<file path="src/rtl/proc_run_ctrl_if.sv">
// rtl/proc_run_ctrl_if.sv - data-memory store bus (and optional store-log stream) between core side and run controller
//
// Purpose: groups the core's data-memory store strobe/address/data and, when
//          STORE_LOG_EN is defined, the store-log pop stream.
// Signals:
//   DM_writeEnable  core store strobe
//   DM_addr         core store address (N bits)
//   DM_writeData    core store data (N bits)
//   log_valid/log_ready/log_addr/log_data/log_overflow  (STORE_LOG_EN only)
// Modports:
//   master  core/consumer side: drives the store bus and log_ready
//   slave   run controller: receives the store bus, drives the log stream
// Macro: STORE_LOG_EN

interface proc_run_ctrl_if #(
  parameter int N = 64
);
  logic         DM_writeEnable;
  logic [N-1:0] DM_addr;
  logic [N-1:0] DM_writeData;
`ifdef STORE_LOG_EN
  logic         log_valid;
  logic         log_ready;
  logic [N-1:0] log_addr;
  logic [N-1:0] log_data;
  logic         log_overflow;

  modport master (
    output DM_writeEnable, DM_addr, DM_writeData, log_ready,
    input  log_valid, log_addr, log_data, log_overflow
  );
  modport slave (
    input  DM_writeEnable, DM_addr, DM_writeData, log_ready,
    output log_valid, log_addr, log_data, log_overflow
  );
`else
  modport master (
    output DM_writeEnable, DM_addr, DM_writeData
  );
  modport slave (
    input  DM_writeEnable, DM_addr, DM_writeData
  );
`endif
endinterface

</file>
<file path="src/rtl/proc_run_ctrl.sv">
// rtl/proc_run_ctrl.sv - run-control sequencer for the single-cycle ARM core
//
// Purpose: holds the core in reset, releases it for a bounded run, ends the run
//          on a cycle budget or a store to HALT_ADDR, then requests a dump for a
//          fixed window and parks in DONE until the next start.
// Ports:
//   CLOCK_50     in   system clock, rising edge
//   reset        in   asynchronous, active-low
//   start        in   1-cycle pulse, honoured in IDLE and DONE only
//   dm           slave modport of proc_run_ctrl_if (store bus, optional log stream)
//   cpu_reset    out  active-high reset to the core
//   dump         out  dump request to the core
//   done         out  high in DONE
//   halted       out  run ended by a HALT_ADDR store (sticky until next start)
//   cycle_count  out  cycles spent in RUN (saturating)
//   store_count  out  stores seen in RUN (saturating)
//   state        out  IDLE=0 RST=1 RUN=2 DUMP=3 DONE=4
// Macro: STORE_LOG_EN adds a LOG_DEPTH-entry store log FIFO (LOG_DEPTH power of 2, >= 2).

module proc_run_ctrl #(
  parameter int           N            = 64,
  parameter int           CNT_W        = 32,
  parameter int           RESET_CYCLES = 2,
  parameter int           RUN_CYCLES   = 400,
  parameter int           DUMP_CYCLES  = 2000,
  parameter logic [N-1:0] HALT_ADDR    = '1,
  parameter int           LOG_DEPTH    = 8
) (
  input  logic              CLOCK_50,
  input  logic              reset,
  input  logic              start,
  proc_run_ctrl_if.slave    dm,
  output logic              cpu_reset,
  output logic              dump,
  output logic              done,
  output logic              halted,
  output logic [CNT_W-1:0]  cycle_count,
  output logic [CNT_W-1:0]  store_count,
  output logic [2:0]        state
);

  typedef enum logic [2:0] {
    S_IDLE = 3'd0,
    S_RST  = 3'd1,
    S_RUN  = 3'd2,
    S_DUMP = 3'd3,
    S_DONE = 3'd4
  } state_t;

  // Terminal values of the shared phase timer; a zero-length phase still lasts one cycle.
  localparam logic [31:0]      RST_LAST    = (RESET_CYCLES > 1) ? 32'(RESET_CYCLES - 1) : 32'd0;
  localparam logic [31:0]      DUMP_LAST   = (DUMP_CYCLES  > 1) ? 32'(DUMP_CYCLES  - 1) : 32'd0;
  localparam logic [CNT_W-1:0] RUN_LAST    = CNT_W'(RUN_CYCLES - 1);
  localparam logic             RUN_LIMITED = (RUN_CYCLES != 0);

  state_t      st;
  logic [31:0] timer;
  logic        go;
  logic        halt_hit;
  logic        budget_hit;

  assign go         = start && (st == S_IDLE || st == S_DONE);
  assign halt_hit   = (st == S_RUN) && dm.DM_writeEnable && (dm.DM_addr == HALT_ADDR);
  assign budget_hit = (st == S_RUN) && RUN_LIMITED && (cycle_count == RUN_LAST);
  assign state      = st;

  always_ff @(posedge CLOCK_50 or negedge reset) begin
    if (!reset) begin
      st          <= S_IDLE;
      timer       <= 32'd0;
      cpu_reset   <= 1'b1;
      dump        <= 1'b0;
      done        <= 1'b0;
      halted      <= 1'b0;
      cycle_count <= '0;
      store_count <= '0;
    end else begin
      case (st)
        S_IDLE, S_DONE: begin
          if (start) begin
            st          <= S_RST;
            timer       <= 32'd0;
            cpu_reset   <= 1'b1;
            dump        <= 1'b0;
            done        <= 1'b0;
            halted      <= 1'b0;
            cycle_count <= '0;
            store_count <= '0;
          end
        end
        S_RST: begin
          if (timer == RST_LAST) begin
            st        <= S_RUN;
            cpu_reset <= 1'b0;
          end else begin
            timer <= timer + 32'd1;
          end
        end
        S_RUN: begin
          if (cycle_count != '1) cycle_count <= cycle_count + 1'b1;
          // The halting store is itself counted.
          if (dm.DM_writeEnable && store_count != '1) store_count <= store_count + 1'b1;
          if (halt_hit || budget_hit) begin
            st    <= S_DUMP;
            dump  <= 1'b1;
            timer <= 32'd0;
            if (halt_hit) halted <= 1'b1;
          end
        end
        S_DUMP: begin
          // Core stays out of reset so it keeps running its dump logic.
          if (timer == DUMP_LAST) begin
            st        <= S_DONE;
            dump      <= 1'b0;
            done      <= 1'b1;
            cpu_reset <= 1'b1;
          end else begin
            timer <= timer + 32'd1;
          end
        end
        default: begin
          st        <= S_IDLE;
          cpu_reset <= 1'b1;
          dump      <= 1'b0;
          done      <= 1'b0;
        end
      endcase
    end
  end

`ifdef STORE_LOG_EN
  localparam int AW = $clog2(LOG_DEPTH);

  logic [N-1:0] mem_addr [LOG_DEPTH];
  logic [N-1:0] mem_data [LOG_DEPTH];
  logic [AW:0]  wr_ptr;
  logic [AW:0]  rd_ptr;
  logic         overflow;
  logic         full;
  logic         push;
  logic         pop;
  logic         push_ok;

  assign full    = (wr_ptr[AW] != rd_ptr[AW]) && (wr_ptr[AW-1:0] == rd_ptr[AW-1:0]);
  assign push    = (st == S_RUN) && dm.DM_writeEnable;
  assign pop     = dm.log_valid && dm.log_ready;
  // On full, a same-cycle pop frees the slot the push lands in.
  assign push_ok = push && (!full || pop);

  assign dm.log_valid    = (wr_ptr != rd_ptr);
  assign dm.log_addr     = mem_addr[rd_ptr[AW-1:0]];
  assign dm.log_data     = mem_data[rd_ptr[AW-1:0]];
  assign dm.log_overflow = overflow;

  always_ff @(posedge CLOCK_50 or negedge reset) begin
    if (!reset) begin
      wr_ptr   <= '0;
      rd_ptr   <= '0;
      overflow <= 1'b0;
    end else if (go) begin
      wr_ptr   <= '0;
      rd_ptr   <= '0;
      overflow <= 1'b0;
    end else begin
      if (push_ok) wr_ptr <= wr_ptr + 1'b1;
      if (pop) rd_ptr <= rd_ptr + 1'b1;
      if (push && !push_ok) overflow <= 1'b1;
    end
  end

  always_ff @(posedge CLOCK_50) begin
    if (push_ok) begin
      mem_addr[wr_ptr[AW-1:0]] <= dm.DM_addr;
      mem_data[wr_ptr[AW-1:0]] <= dm.DM_writeData;
    end
  end
`else
  logic unused_nolog;
  assign unused_nolog = ^{dm.DM_writeData, LOG_DEPTH[0]};
`endif

endmodule

</file>
<file path="src/flat_wrapper.sv">
// flat-port wrapper written by rule: the top's interface ports become plain ports
module proc_run_ctrl_flat 
#(
  parameter int           N            = 64,
  parameter int           CNT_W        = 32,
  parameter int           RESET_CYCLES = 2,
  parameter int           RUN_CYCLES   = 400,
  parameter int           DUMP_CYCLES  = 2000,
  parameter logic [N-1:0] HALT_ADDR    = '1,
  parameter int           LOG_DEPTH    = 8
)
  (CLOCK_50, reset, start, cpu_reset, dump, done, halted, cycle_count, store_count, state, dm_DM_writeEnable, dm_DM_addr, dm_DM_writeData);
  proc_run_ctrl_if #(.N(N)) dm_i ();
  input  logic CLOCK_50;
  input  logic reset;
  input  logic start;
  output logic cpu_reset;
  output logic dump;
  output logic done;
  output logic halted;
  output logic [CNT_W-1:0] cycle_count;
  output logic [CNT_W-1:0] store_count;
  output logic [2:0] state;
  input wire logic [$bits(dm_i.DM_writeEnable)-1:0] dm_DM_writeEnable;
  input wire logic [$bits(dm_i.DM_addr)-1:0] dm_DM_addr;
  input wire logic [$bits(dm_i.DM_writeData)-1:0] dm_DM_writeData;
  assign dm_i.DM_writeEnable = dm_DM_writeEnable;
  assign dm_i.DM_addr = dm_DM_addr;
  assign dm_i.DM_writeData = dm_DM_writeData;
  proc_run_ctrl #(.N(N), .CNT_W(CNT_W), .RESET_CYCLES(RESET_CYCLES), .RUN_CYCLES(RUN_CYCLES), .DUMP_CYCLES(DUMP_CYCLES), .HALT_ADDR(HALT_ADDR), .LOG_DEPTH(LOG_DEPTH)) u_core (.CLOCK_50(CLOCK_50), .reset(reset), .start(start), .dm(dm_i), .cpu_reset(cpu_reset), .dump(dump), .done(done), .halted(halted), .cycle_count(cycle_count), .store_count(store_count), .state(state));
endmodule
</file>
<file path="config.mk">
export PLATFORM = sky130hd
export DESIGN_NAME = proc_run_ctrl_flat
export DESIGN_NICKNAME = d
export VERILOG_FILES = /design/src/rtl/proc_run_ctrl_if.sv /design/src/rtl/proc_run_ctrl.sv /design/src/flat_wrapper.sv
export SDC_FILE = /design/constraint.sdc
export NUM_CORES = 1
export LEC_CHECK = 0
export CAP_MARGIN = 40
export CORE_MARGIN = 1
export CORE_UTILIZATION = 48
export CTS_BUF_LIST = sky130_fd_sc_hd__clkbuf_2
export DETAILED_ROUTE_END_ITERATION = 8
export PLACE_DENSITY = 0.91
export SYNTH_ARGS = -nofsm -noshare
export SYNTH_HDL_FRONTEND = slang
export SYNTH_SLANG_ARGS = --single-unit
export TNS_END_PERCENT = 30
</file>
<file path="constraint.sdc">
create_clock -name CLOCK_50 -period 2.59 [get_ports CLOCK_50]
set_input_delay 0.259 -clock CLOCK_50 [delete_from_list [all_inputs] [get_ports CLOCK_50]]
set_output_delay 0.259 -clock CLOCK_50 [all_outputs]
set_load 0.03 [all_outputs]
</file>
## Word level (Yosys, flattened, before mapping)

Cells that the tools add are included.
Widths: inputs -> output; s select.

| storage, ports and cells | value |
|---|---|
| bits in registers | 103 |
| input port bits | 132 |
| logic and storage cells | 77 |

| cells by class | value |
|---|---|
| multiplexer cells | 26 |
| $add $sub $neg | 3 |
| equal/unequal tests | 19 |
| reductions and logical operators | 18 |
| bitwise logic cells | 3 |

Operator list:

| operator | count |
|---|---|
| $mux 32 | 6 |
| $pmux 32 s2 | 2 |
| $pmux 32 s4 | 1 |
| $add 32x1->32 const B | 3 |
| $eq 64x64->1 const B | 1 |
| $ne 32x32->1 const B | 2 |
| $eq 32x1->1 const B | 1 |
| $eq 32x11->1 const B | 1 |
| $eq 32x9->1 const B | 1 |
| $reduce_and 4->1 | 4 |
| $mux 3 | 4 |
| $ne 2x2->1 const B | 6 |
| $pmux 3 s4 | 1 |
| $reduce_and 3->1 | 3 |
| $mux 1 | 8 |
| $pmux 1 s4 | 2 |
| $eq 3x2->1 const B | 2 |
| $ne 2x1->1 const B | 3 |
| $reduce_and 5->1 | 1 |
| $logic_and 1x1->1 | 4 |
| $reduce_bool 4->1 | 1 |
| $reduce_or 2->1 | 2 |
| $eq 3x1->1 const B | 1 |
| $eq 3x3->1 const B | 1 |
| 6 further kinds | 8 |

## Depth between registers and ports, before layout

| logic depth | value |
|---|---|
| word-level depth | 6 |
| gate-level depth with buffers | 10 |
| mapped depth without buffers | 9 |

## Least setup slack after synthesis

OpenSTA, ideal clock, no wires.

| timing | value |
|---|---|
| path kind | reg2reg |
| start point | reg u_core.store_count[6] |
| end point | reg u_core.store_count[25] |
| slack | 0.318 ns |
| clock period less this slack | 2.272 ns |
| arrival time | 2.194 ns |
| stages on the path, launching flop included | 8 |
| path buffers | 1 |
| required time | 2.512 ns |
| path through | dfrtp_1 > nand3_2 > or3_1 > buf_6 > nor4_4 > nand4_1 > or3_1 > a21oi_1 |

| between the ends | value |
|---|---|
| longest elaborated chain between the ends | 4 |
| elaborated cells on any way between the ends | 7 |
| classes of those cells | 1 x add/sub; 2 x eq/ne; 2 x mux; 2 x reduce/logical |

RTL lines:

| element | line | text |
|---|---|---|
| start: declaration | proc_run_ctrl.sv:38 | `output logic [CNT_W-1:0] store_count,` |
| start signal: assignment | proc_run_ctrl.sv:102 | `if (dm.DM_writeEnable && store_count != '1) store_count <= store_count + 1'b1;` |
| parallel branches: the longest is 4 deep, another holds $add 32x1->32 | - |  |

Parallel ways; which one is timed is not known. The select of a mux whose other input is x is not followed.
A chain may end at the register's enable or synchronous reset.

## Worst setup path after layout

Same ends and word-level chain as after synthesis.

==> flow_summary.json <==
{
  "status": "completed",
  "path_class": "flip-flop to flip-flop",
  "layout_min_cycle_time_ns": 2.415,
  "tns_ns": 0,
  "cp-end-kind": "flip-flop",
  "ios": 203,
  "synth_most_common_cell": "dfrtp_1",
  "ys_types": 66,
  "hold_viol": 0,
  "place_hpwl_mm": 11.92,
  "gp_congestion": 0.9018,
  "grt_pass1_vias": 5500,
  "worst_r2r_startpoint": "u_core.store_count[6]",
  "rows": 40,
  "cts.sinks": 103,
  "fillerInstances": 945,
  "synth-edff-count": 0,
  "finalCritPeriodShare_pct": 93.26,
  "postLayoutCoreUtil_pct": 64.47,
  "arrival_ns": 2.97,
  "crit_fanout": 7,
  "syn_area_per_cell_um2": 8.894,
  "die_w_um": 113.8,
  "ctsLongestPathBuffers": 2,
  "syn-instance-count": 675,
  "ir_worst_vdd_mv": 0.2714,
  "syn_area_um2": 6003,
  "vias": 5897,
  "yosysSeqAreaShare_pct": 42.96,
  "synth_area_leaders": "dfrtp_1 43%, nand4_1 4.9%, xor2_1 4.5%",
  "synth.top_cell.area_share_pct": 42.52,
  "start_util_pct": 49.57,
  "rr_worst_depth": 6,
  "die_area_um2": 12960,
  "grt_pass1_wl_mm": 26.97,
  "fin_worst_skew_ns": 0.03183,
  "worstMarginPinSlew_ns": 0.7726,
  "antenna_left": 0,
  "hold_path.class": "primary input to asynchronous set/reset pin",
  "wire_per_inst_um": 16.55,
  "core-area_um2": 12110,
  "portBuffers": 138,
  "drc": 0,
  "drt-pass1-iter-count": 5,
  "cts_buffers": 9,
  "synth-seq-cells": 103,
  "clk-insertion-delay-late_ns": 0.62,
  "syn-num-nets": 811,
  "rsz0062_at_grt": "no",
  "tritoncts": "built",
  "clk_pin_slew_worst_paths_ns": 0.31,
  "timing.slew.headroom_pct": 48.30,
  "htree_levels": 3,
  "synthFlopType": "dfrtp_1",
  "netlist_top_cells_count": "102 x dfrtp_1, 68 x nor2_1, 63 x nand2_1",
  "drt-initial-drc-count": 710,
  "power-per-cell-area_nw_per_um2": 620.9,
  "leakage_nw": 3.274,
  "drive_gt1_share_pct": 8.648,
  "drt_wl_total_mm": 16.37,
  "grt_usage_pct": 26.14,
  "overflow": 0,
  "diodes": 0,
  "maxCapViolCount": 0,
  "clockRootBuffer": "clkbuf_2",
  "setup_viol": 0,
  "area_delta_synth_final_pct": 30.08,
  "nNetsFinal": 952,
  "grt_antenna_before_repair": 0,
  "die_h_um": 113.8,
  "yosys.area.top_type": "dfrtp_1",
  "fmax_mhz": 414.0,
  "startpoint_type": "flip-flop",
  "grt_max_degree": 62,
  "async_flop_share_pct": 100.0,
  "slew_violations": 0,
  "crit_path_start": "u_core.store_count[6]",
  "worstPathRequired_ns": 3.14,
  "yosysWarnings": 0,
  "via_per_inst": 5.963
}
-- cells in the final DEF (no fill, tap or decap), types with 4 or more instances in the layout --
cell type,instances
and3_1,22
a31oi_1,6
nand3_1,36
a21oi_1,33
xor2_1,31
o21ai_0,24
nand2_1,63
clkbuf_2,9
clkdlybuf4s50_1,137
or4_1,7
ha_1,4
and4_1,12
nand4_1,47
xnor2_1,6
and2_1,11
nor3_1,17
nor2b_1,4
o2bb2ai_1,17
nor4_1,21
nor2_1,68
a21boi_0,10
inv_1,11
o211ai_1,8
buf_4,24
dfrtp_1,102
o21a_1,6
or3_1,17
-- critical path: stages, from the launching register on --
cell and delay, ns:
dfrtp_1 0.52, nand3_2 0.17, or3_1 0.52, nor4_4 0.50
nand4_1 0.16, or3_1 0.32, a21oi_1 0.16
-- path summary, 6_finish.rpt --
kind | to | slack (ns)
worst min-delay path | u_core.store_count[27] | 0.13
worst max-delay path | u_core.store_count[25] | 0.17
worst min register to register | u_core.timer[31] | 0.52
min in group CLOCK_50 | u_core.state[2] | 0.48
worst max register to register | u_core.store_count[25] | 0.17
max in group asynchronous | u_core.cpu_reset | 1.67
-- layout make-up --
cell class	instances	area, µm²	share of cell area [%]
clock buffers	9	45.04	0.5768
clock inverters	7	78.83	1.009
inverters	13	48.80	0.6249
multi-input cells	525	3246	41.56
flip-flops and latches	103	2579	33.02
well taps	168	210.2	2.692
repair buffers	164	1602	20.51
-- power by group --
group / leakage [nW] / switching, mW / internal (mW)
clock network: 0.0708 / 0.601 / 0.235
registers: 1.40 / 0.269 / 1.80
logic: 1.80 / 1.15 / 0.790
-- routing by layer --
metal	part of all wire (%)	global-route usage [%]
met5	0	0
met4	1.5	8.831
met3	6.7	3.879
met2	49	43.46
met1	42	35.07
-- kinds of logic after synthesis --
group,synth area share [%]
xor gates and xnor gates,5.398
muxes,0.1876
AOI/OAI and AO/OA,15.53
DFF,42.96
and+or+nand+nor,31.85
adders and majority gates,0.8337
buffers and inverters,3.251
-- through the flow --
| step | cells | total power, mW | hold slack (ns) | setup slack [ns] | cell area (µm²) |
|---|---|---|---|---|---|
| 2_1_floorplan | 675 | 3.165 | -0.03659 | 0.3177 | 6003 |
| 3_3_place_gp | 972 | 3.952 | 0.2925 | 0.1257 | 7660 |
| 3_5_place_dp | 972 | 4.001 | 0.2952 | 0.03444 | 7660 |
| 4_1_cts | 989 | 4.845 | 0.09883 | 0.1439 | 7794 |
| 5_1_grt | 989 | 5.130 | 0.1157 | 0.05135 | 7809 |
| 6_report | 989 | 4.848 | 0.1341 | 0.1746 | 7809 |
-- flip-flops by register name, summed over array words and instances (netlist names) --
signal / count
u_core.timer: 32
u_core.dump: 1
u_core.cpu_reset: 1
u_core.state: 3
u_core.halted: 1
u_core.cycle_count: 32
u_core.done: 1
u_core.store_count: 32
-- repair_timing --
action                                  CTS  global route
resized for setup                         0             3
hold endpoints to repair                 43             0
endpoints found under the setup margin    0            12
hold buffers                              1             0
buffers inserted                          0             0
Note: power is estimated with default switching activity, not from simulation.
